[src/rtl/argon_pkg.sv]
// argon_pkg: shared definitions for the Argon ALU and its upstream sequencer.
//   WORDSIZE / word_t   : datapath width (16 bits)
//   ALU_*               : ALU opcode encoding (4 bits; 13..15 are reserved)
//   F_*                 : bit indices inside the ALU flags word
//   alu_seq_state_t     : sequencer FSM states
//   ALU_SEQ_LATENCY     : cycles from accept cycle to response-valid cycle
//   alu_op_valid()      : true for the opcodes the ALU implements
package argon_pkg;

  localparam int WORDSIZE = 16;
  typedef logic [WORDSIZE-1:0] word_t;

  localparam logic [3:0] ALU_ADD  = 4'h0;
  localparam logic [3:0] ALU_ADC  = 4'h1;
  localparam logic [3:0] ALU_SBC  = 4'h2;
  localparam logic [3:0] ALU_INC  = 4'h3;
  localparam logic [3:0] ALU_DEC  = 4'h4;
  localparam logic [3:0] ALU_NAND = 4'h5;
  localparam logic [3:0] ALU_AND  = 4'h6;
  localparam logic [3:0] ALU_OR   = 4'h7;
  localparam logic [3:0] ALU_NOR  = 4'h8;
  localparam logic [3:0] ALU_XOR  = 4'h9;
  localparam logic [3:0] ALU_LSH  = 4'hA;
  localparam logic [3:0] ALU_RSH  = 4'hB;
  localparam logic [3:0] ALU_CMP  = 4'hC;

  localparam int F_CARRY   = 0;
  localparam int F_ZERO    = 1;
  localparam int F_LESS    = 2;
  localparam int F_EQUAL   = 3;
  localparam int F_GREATER = 4;

  localparam int ALU_SEQ_LATENCY = 10;

  typedef enum logic [3:0] {
    IDLE  = 4'd0,
    LD_OP = 4'd1,
    LD_A  = 4'd2,
    LD_B  = 4'd3,
    LD_F  = 4'd4,
    EXEC  = 4'd5,
    RD_Y  = 4'd6,
    RST_F = 4'd7,
    EXEC2 = 4'd8,
    RD_F  = 4'd9,
    DONE  = 4'd10
  } alu_seq_state_t;

  function automatic logic alu_op_valid(input logic [3:0] op);
    case (op)
      ALU_ADD, ALU_ADC, ALU_SBC, ALU_INC, ALU_DEC,
      ALU_NAND, ALU_AND, ALU_OR, ALU_NOR, ALU_XOR,
      ALU_LSH, ALU_RSH, ALU_CMP: alu_op_valid = 1'b1;
      default:                   alu_op_valid = 1'b0;
    endcase
  endfunction

endpackage

[src/rtl/argon_alu_sequencer.sv]
// argon_alu_sequencer: accepts one ALU operation on a valid/ready request
// port, walks the ALU through load / execute / read cycles on its shared
// bus, and returns the result and flags word on a valid/ready response port.
//   i_Clk, i_Reset             : clock, asynchronous active-high reset
//   i_req_valid / o_req_ready  : request handshake (ready only in IDLE)
//   i_req_op, i_req_a/b, i_req_carry : operation, operands, carry-in
//   o_alu_bus                  : value driven onto the ALU input bus
//   o_alu_latch{A,B,F,Op}      : ALU latch strobes
//   o_alu_output{Y,F}          : ALU read strobes
//   i_alu_bus                  : ALU output bus
//   o_rsp_valid / i_rsp_ready  : response handshake
//   o_rsp_y, o_rsp_flags, o_rsp_err : result, flags, reserved-op error
//
// Handshake: a transfer happens on a rising edge where valid and ready are
// both high. The request side is ready only in IDLE; the response side holds
// valid and all o_rsp_* stable in DONE until i_rsp_ready is seen high.
import argon_pkg::*;

module argon_alu_sequencer (
  input  logic        i_Clk,
  input  logic        i_Reset,
  input  logic        i_req_valid,
  output logic        o_req_ready,
  input  logic [3:0]  i_req_op,
  input  word_t       i_req_a,
  input  word_t       i_req_b,
  input  logic        i_req_carry,
  output word_t       o_alu_bus,
  output logic        o_alu_latchA,
  output logic        o_alu_latchB,
  output logic        o_alu_latchF,
  output logic        o_alu_latchOp,
  output logic        o_alu_outputY,
  output logic        o_alu_outputF,
  input  word_t       i_alu_bus,
  output logic        o_rsp_valid,
  input  logic        i_rsp_ready,
  output word_t       o_rsp_y,
  output word_t       o_rsp_flags,
  output logic        o_rsp_err
);

  alu_seq_state_t state_q, state_d;

  logic [3:0] op_q;
  word_t      a_q;
  word_t      b_q;
  logic       carry_q;
  word_t      y_q;
  word_t      rsp_y_q;
  word_t      rsp_flags_q;
  logic       rsp_err_q;
  word_t      carry_word;

  // Flags word that seeds the ALU: only the carry bit is meaningful.
  always_comb begin
    carry_word          = '0;
    carry_word[F_CARRY] = carry_q;
  end

  always_comb begin
    state_d = state_q;
    case (state_q)
      IDLE:    if (i_req_valid) state_d = alu_op_valid(i_req_op) ? LD_OP : DONE;
      LD_OP:   state_d = LD_A;
      LD_A:    state_d = LD_B;
      LD_B:    state_d = LD_F;
      LD_F:    state_d = EXEC;
      EXEC:    state_d = RD_Y;
      RD_Y:    state_d = RST_F;
      RST_F:   state_d = EXEC2;
      EXEC2:   state_d = RD_F;
      RD_F:    state_d = DONE;
      DONE:    if (i_rsp_ready) state_d = IDLE;
      default: state_d = IDLE;
    endcase
  end

  // Bus and strobes decode straight from the registered state, so reset
  // forces them all low immediately. The bus is only non-zero alongside a
  // latch strobe.
  always_comb begin
    o_alu_bus     = '0;
    o_alu_latchA  = 1'b0;
    o_alu_latchB  = 1'b0;
    o_alu_latchF  = 1'b0;
    o_alu_latchOp = 1'b0;
    o_alu_outputY = 1'b0;
    o_alu_outputF = 1'b0;
    case (state_q)
      LD_OP: begin
        o_alu_bus     = {{(WORDSIZE-4){1'b0}}, op_q};
        o_alu_latchOp = 1'b1;
      end
      LD_A: begin
        o_alu_bus    = a_q;
        o_alu_latchA = 1'b1;
      end
      LD_B: begin
        o_alu_bus    = b_q;
        o_alu_latchB = 1'b1;
      end
      // RST_F reloads the carry-in: the ALU re-executes during RD_Y, which
      // corrupts the carry for ADC/SBC before the flags are read.
      LD_F, RST_F: begin
        o_alu_bus    = carry_word;
        o_alu_latchF = 1'b1;
      end
      RD_Y:    o_alu_outputY = 1'b1;
      RD_F:    o_alu_outputF = 1'b1;
      default: ;
    endcase
  end

  always_ff @(posedge i_Clk or posedge i_Reset) begin
    if (i_Reset) begin
      state_q     <= IDLE;
      op_q        <= '0;
      a_q         <= '0;
      b_q         <= '0;
      carry_q     <= 1'b0;
      y_q         <= '0;
      rsp_y_q     <= '0;
      rsp_flags_q <= '0;
      rsp_err_q   <= 1'b0;
    end else begin
      state_q <= state_d;
      case (state_q)
        IDLE: begin
          if (i_req_valid) begin
            op_q    <= i_req_op;
            a_q     <= i_req_a;
            b_q     <= i_req_b;
            carry_q <= i_req_carry;
            // Reserved op: response is loaded on the same edge that enters DONE.
            if (!alu_op_valid(i_req_op)) begin
              rsp_y_q     <= '0;
              rsp_flags_q <= '0;
              rsp_err_q   <= 1'b1;
            end
          end
        end
        RD_Y: y_q <= i_alu_bus;
        RD_F: begin
          rsp_y_q     <= (op_q == ALU_CMP) ? '0 : y_q;
          rsp_flags_q <= i_alu_bus;
          rsp_err_q   <= 1'b0;
        end
        default: ;
      endcase
    end
  end

  assign o_req_ready = (state_q == IDLE);
  assign o_rsp_valid = (state_q == DONE);
  assign o_rsp_y     = rsp_y_q;
  assign o_rsp_flags = rsp_flags_q;
  assign o_rsp_err   = rsp_err_q;

endmodule

[config.mk]
export PLATFORM = sky130hd
export DESIGN_NAME = argon_alu_sequencer
export DESIGN_NICKNAME = d
export VERILOG_FILES = /design/src/rtl/argon_pkg.sv /design/src/rtl/argon_alu_sequencer.sv
export SDC_FILE = /design/constraint.sdc
export NUM_CORES = 1
export LEC_CHECK = 0
export CORE_ASPECT_RATIO = 1.4
export CORE_MARGIN = 5
export CORE_UTILIZATION = 25
export CTS_CLUSTER_DIAMETER = 40
export CTS_CLUSTER_SIZE = 12
export DETAILED_ROUTE_END_ITERATION = 10
export SLEW_MARGIN = 15
export SYNTH_ARGS = -nofsm -noshare
export SYNTH_HDL_FRONTEND = slang
export SYNTH_SLANG_ARGS = --single-unit
[constraint.sdc]
create_clock -name i_Clk -period 7.1 [get_ports i_Clk]
set_input_delay 1.775 -clock i_Clk [delete_from_list [all_inputs] [get_ports i_Clk]]
set_output_delay 1.775 -clock i_Clk [all_outputs]
set_load 0.01 [all_outputs]
==> metrics.md <==
| Metric | Value |
|---|---|
| Status | `finished clean` |
| Synthesized netlist cell count | `274` |
| CTS resizes | `0` |
| Post-Route WL | `9.99 mm` |
| FP Rows | `54` |
| PortBufs | `113` |
| Largest net degree at the start of global routing | `91` |
| HPWL after detailed placement | `6.99 mm` |
| Post-synth ARST share | `1.00` |
| Register-to-register setup slack | `4630 ps` |
| Cell variety after synth | `42` |
| Global-route wire length before repair | `approximately 16 mm` |
| Critical Path End Type | `primary output` |
| Fin nets | `436` |
| GRT Util Overall | `0.113` |
| Min Hold Slack | `488 ps` |
| CTS Buf Count | `9` |
| DRT iter0 DRCs | `130` |
| Dpl cells | `564` |
| Max Slew Vio Count | `0` |
| I/O pin count | `114` |
| CTS tree | `yes` |
| CP max stage delay | `1040 ps` |
| Area delta synth->final | `42.2%` |
| Achievable Freq | `between 200 and 250 MHz` |
| Die width | `approximately 120 um` |
| Most frequent cells in the layout | `clkdlybuf4s50_1 (113), dfrtp_1 (90), mux2_2 (23)` |
| Clk buf depth | `2` |
| Reg2reg start | `state_q[3]` |
| Hold Path Depth | `1` |
| Via Count | `2743` |
| Hold-fix buffers, CTS | `0` |
| Number of remaining DRC errors | `0` |
| Post-route clock period utilization | `0.665` |
| Synthesized area | `a little under 4000 um^2` |
| Clk_lat worst skew | `about 340 ps` |
| Pre-antenna DRT Iters | `6` |
| CP cell instances | `nor4bb_4, a222oi_1, inv_1, clkdlybuf4s50_1` |
| CTS Sinks | `90` |
| Peak VDD IR | `167 uV` |
| Chip Height | `158 um` |
| Seq cells post-synth | `90` |
| Register area share after synthesis | `0.578` |
| R2r worst-path depth | `4` |
| CTS root buffer | `clkbuf_16` |
| Startpoint type of the worst setup path | `flip-flop` |
| Skew final | `7.78 ps` |
| Critical Path Fanout Max | `16` |
| Fillers | `1549` |
| Final core utilization | `0.358` |
| Rel. slew slack | `0.291` |
| Type of the worst min-delay path | `flip-flop to flip-flop` |
| Pin slew with the least headroom to its limit | `1060 ps` |
| WP buf/inv | `2` |
| Pwr Density | `455 nW/um^2` |
| Arrival @ worst endpoint | `2940 ps` |
| Antenna Cells | `0` |
| Via/cell ratio | `4.73` |
| # H-tree levels | `3` |
| Routed len/inst | `17.2 um` |
| Initial Utilization | `0.252` |
| Hold endpoint | `o_rsp_err` |
| Worst setup margin | `2380 ps` |
| Worst path required time | `between 5000 and 6000 ps` |
| Top_reg_cell synth | `dfrtp_1` |
| Crit-path leading delay family | `simple AND/OR/NAND/NOR gates` |
| Unrepaired setup endpoints after global routing | `false` |
| Slowest-stage cell, CP | `nor4bb_4` |
| Total die area | `18200 um^2` |
| Antenna-violating nets left | `0` |
| Sum Neg Setup Slack | `0 ps` |
| Core Region | `15500 um^2` |
| Leak pwr | `2.34 nW` |
| Share of layout cells above drive strength 1 | `0.188` |
| Fin crit period | `4720 ps` |
| Max Cap Viol | `0` |
| EDFF count, synth | `0` |
| Total gr overflow | `0` |
| Mapped Avg Cell Area | `14.2 um^2` |
| CTS clk-pin slew, worst paths | `70 ps` |
| Final Hold Viols | `0` |
| Initial antenna violation count | `0` |
| Pre-CTS setup slack | `~2700 ps` |
| Final Wtd Congestion | `roughly 0.77` |
| Post-CTS Setup Repair Bufs | `0` |
| Final std cells w/o fill | `slightly below 600` |
| Mapped Nets | `331` |
| Yosys Warn Count | `0` |
| Most common cell after layout, fill and taps aside | `clkdlybuf4s50_1` |
| RR Endpoint | `o_rsp_y[11]` |
| Vias in the first global route | `3023` |
| Setup CP Type | `flip-flop to primary output` |
| Hold path start | `o_rsp_err` |
| Setup-failing EPs final | `0` |
[synth_stat cells (2+ instances only)]
cell type | count | area share
o2bb2ai_1 | 16 | 0.036
clkbuf_1 | 6 | 0.0058
inv_1 | 4 | 0.0039
buf_2 | 9 | 0.012
buf_6 | 3 | 0.0087
dfrtp_1 | 90 | 0.58
nor3b_1 | 2 | 0.0039
a222oi_1 | 3 | 0.0077
nand2_1 | 18 | 0.017
a22o_1 | 12 | 0.027
buf_1 | 3 | 0.0029
nand2b_1 | 2 | 0.0032
nor4b_2 | 2 | 0.0077
mux2_2 | 23 | 0.067
mux2_1 | 10 | 0.029
xor2_1 | 2 | 0.0045
nor2_1 | 5 | 0.0048
a32o_1 | 17 | 0.044
o21ai_0 | 2 | 0.0026
mux2_4 | 20 | 0.077
o21a_1 | 3 | 0.0058
nand3b_1 | 2 | 0.0039
[sequential cells by signal, summed over array words and instances (netlist names)]
name and count:
a_q 16, b_q 16, o_rsp_flags 16, o_rsp_y 16
y_q 16, op_q 4, state_q 4, carry_q 1
o_rsp_err 1
[worst max-delay path by stage]
stage / start / to / slack (ps) / depth (start not counted)
final: state_q[0] / o_alu_bus[1] / 2380 / 4
after global routing: state_q[0] / o_alu_bus[1] / 2200 / 4
after CTS: state_q[0] / o_alu_bus[1] / 2390 / 4
after detailed placement: state_q[0] / o_alu_bus[1] / 2740 / 4
after global placement: state_q[0] / o_alu_bus[3] / 2900 / 4
after floorplan: i_Reset / a_q[0] / 2990 / 1
[metrics by stage]
| stage | power, mW | area, um^2 |
|---|---|---|
| 2_1_floorplan | 1.53 | 3890 |
| 3_3_place_gp | 1.99 | 5200 |
| 3_5_place_dp | 2.02 | 5200 |
| 4_1_cts | 2.56 | 5530 |
| 5_1_grt | 2.68 | 5540 |
| 6_report | 2.52 | 5540 |
[where the power goes]
part,internal [mW],total [mW],switching (mW)
Sequential,0.771,0.975,0.204
Clock,0.319,0.520,0.201
Combinational,0.641,1.02,0.383
Total,1.73,2.52,0.788
[metal layers]
metal / wire (um) / GRT usage / vias to the layer above
met5: 0 / 0 / -
met4: 221 / 0.0520 / 0
met3: 539 / 0.0237 / 14
met2: 5150 / 0.193 / 84
met1: 4080 / 0.136 / 1411
li1: - / - / 1234
[area by class of cell]
class	instances	area [um^2]	share of cell area
clock buffers	10	239	0.0432
clock inverters	6	90.1	0.0163
inverters	5	20.0	0.00362
multi-input cells	157	1530	0.277
flip-flops and latches	90	2250	0.407
well taps	196	245	0.0443
repair buffers	116	1160	0.209
[cells by family (layout without fill, tap and decap cells)]
| kind of cell | count (synthesis) | after routing | synth area share |
|---|---|---|---|
| xor+xnor | 2 | 2 | 0.00450 |
| flops | 90 | 90 | 0.578 |
| mux | 54 | 54 | 0.175 |
| simple gates | 40 | 40 | 0.0649 |
| buf+inv | 27 | 137 | 0.0357 |
| compound gates | 61 | 61 | 0.141 |
Note: power is estimated with default switching activity, not from simulation.
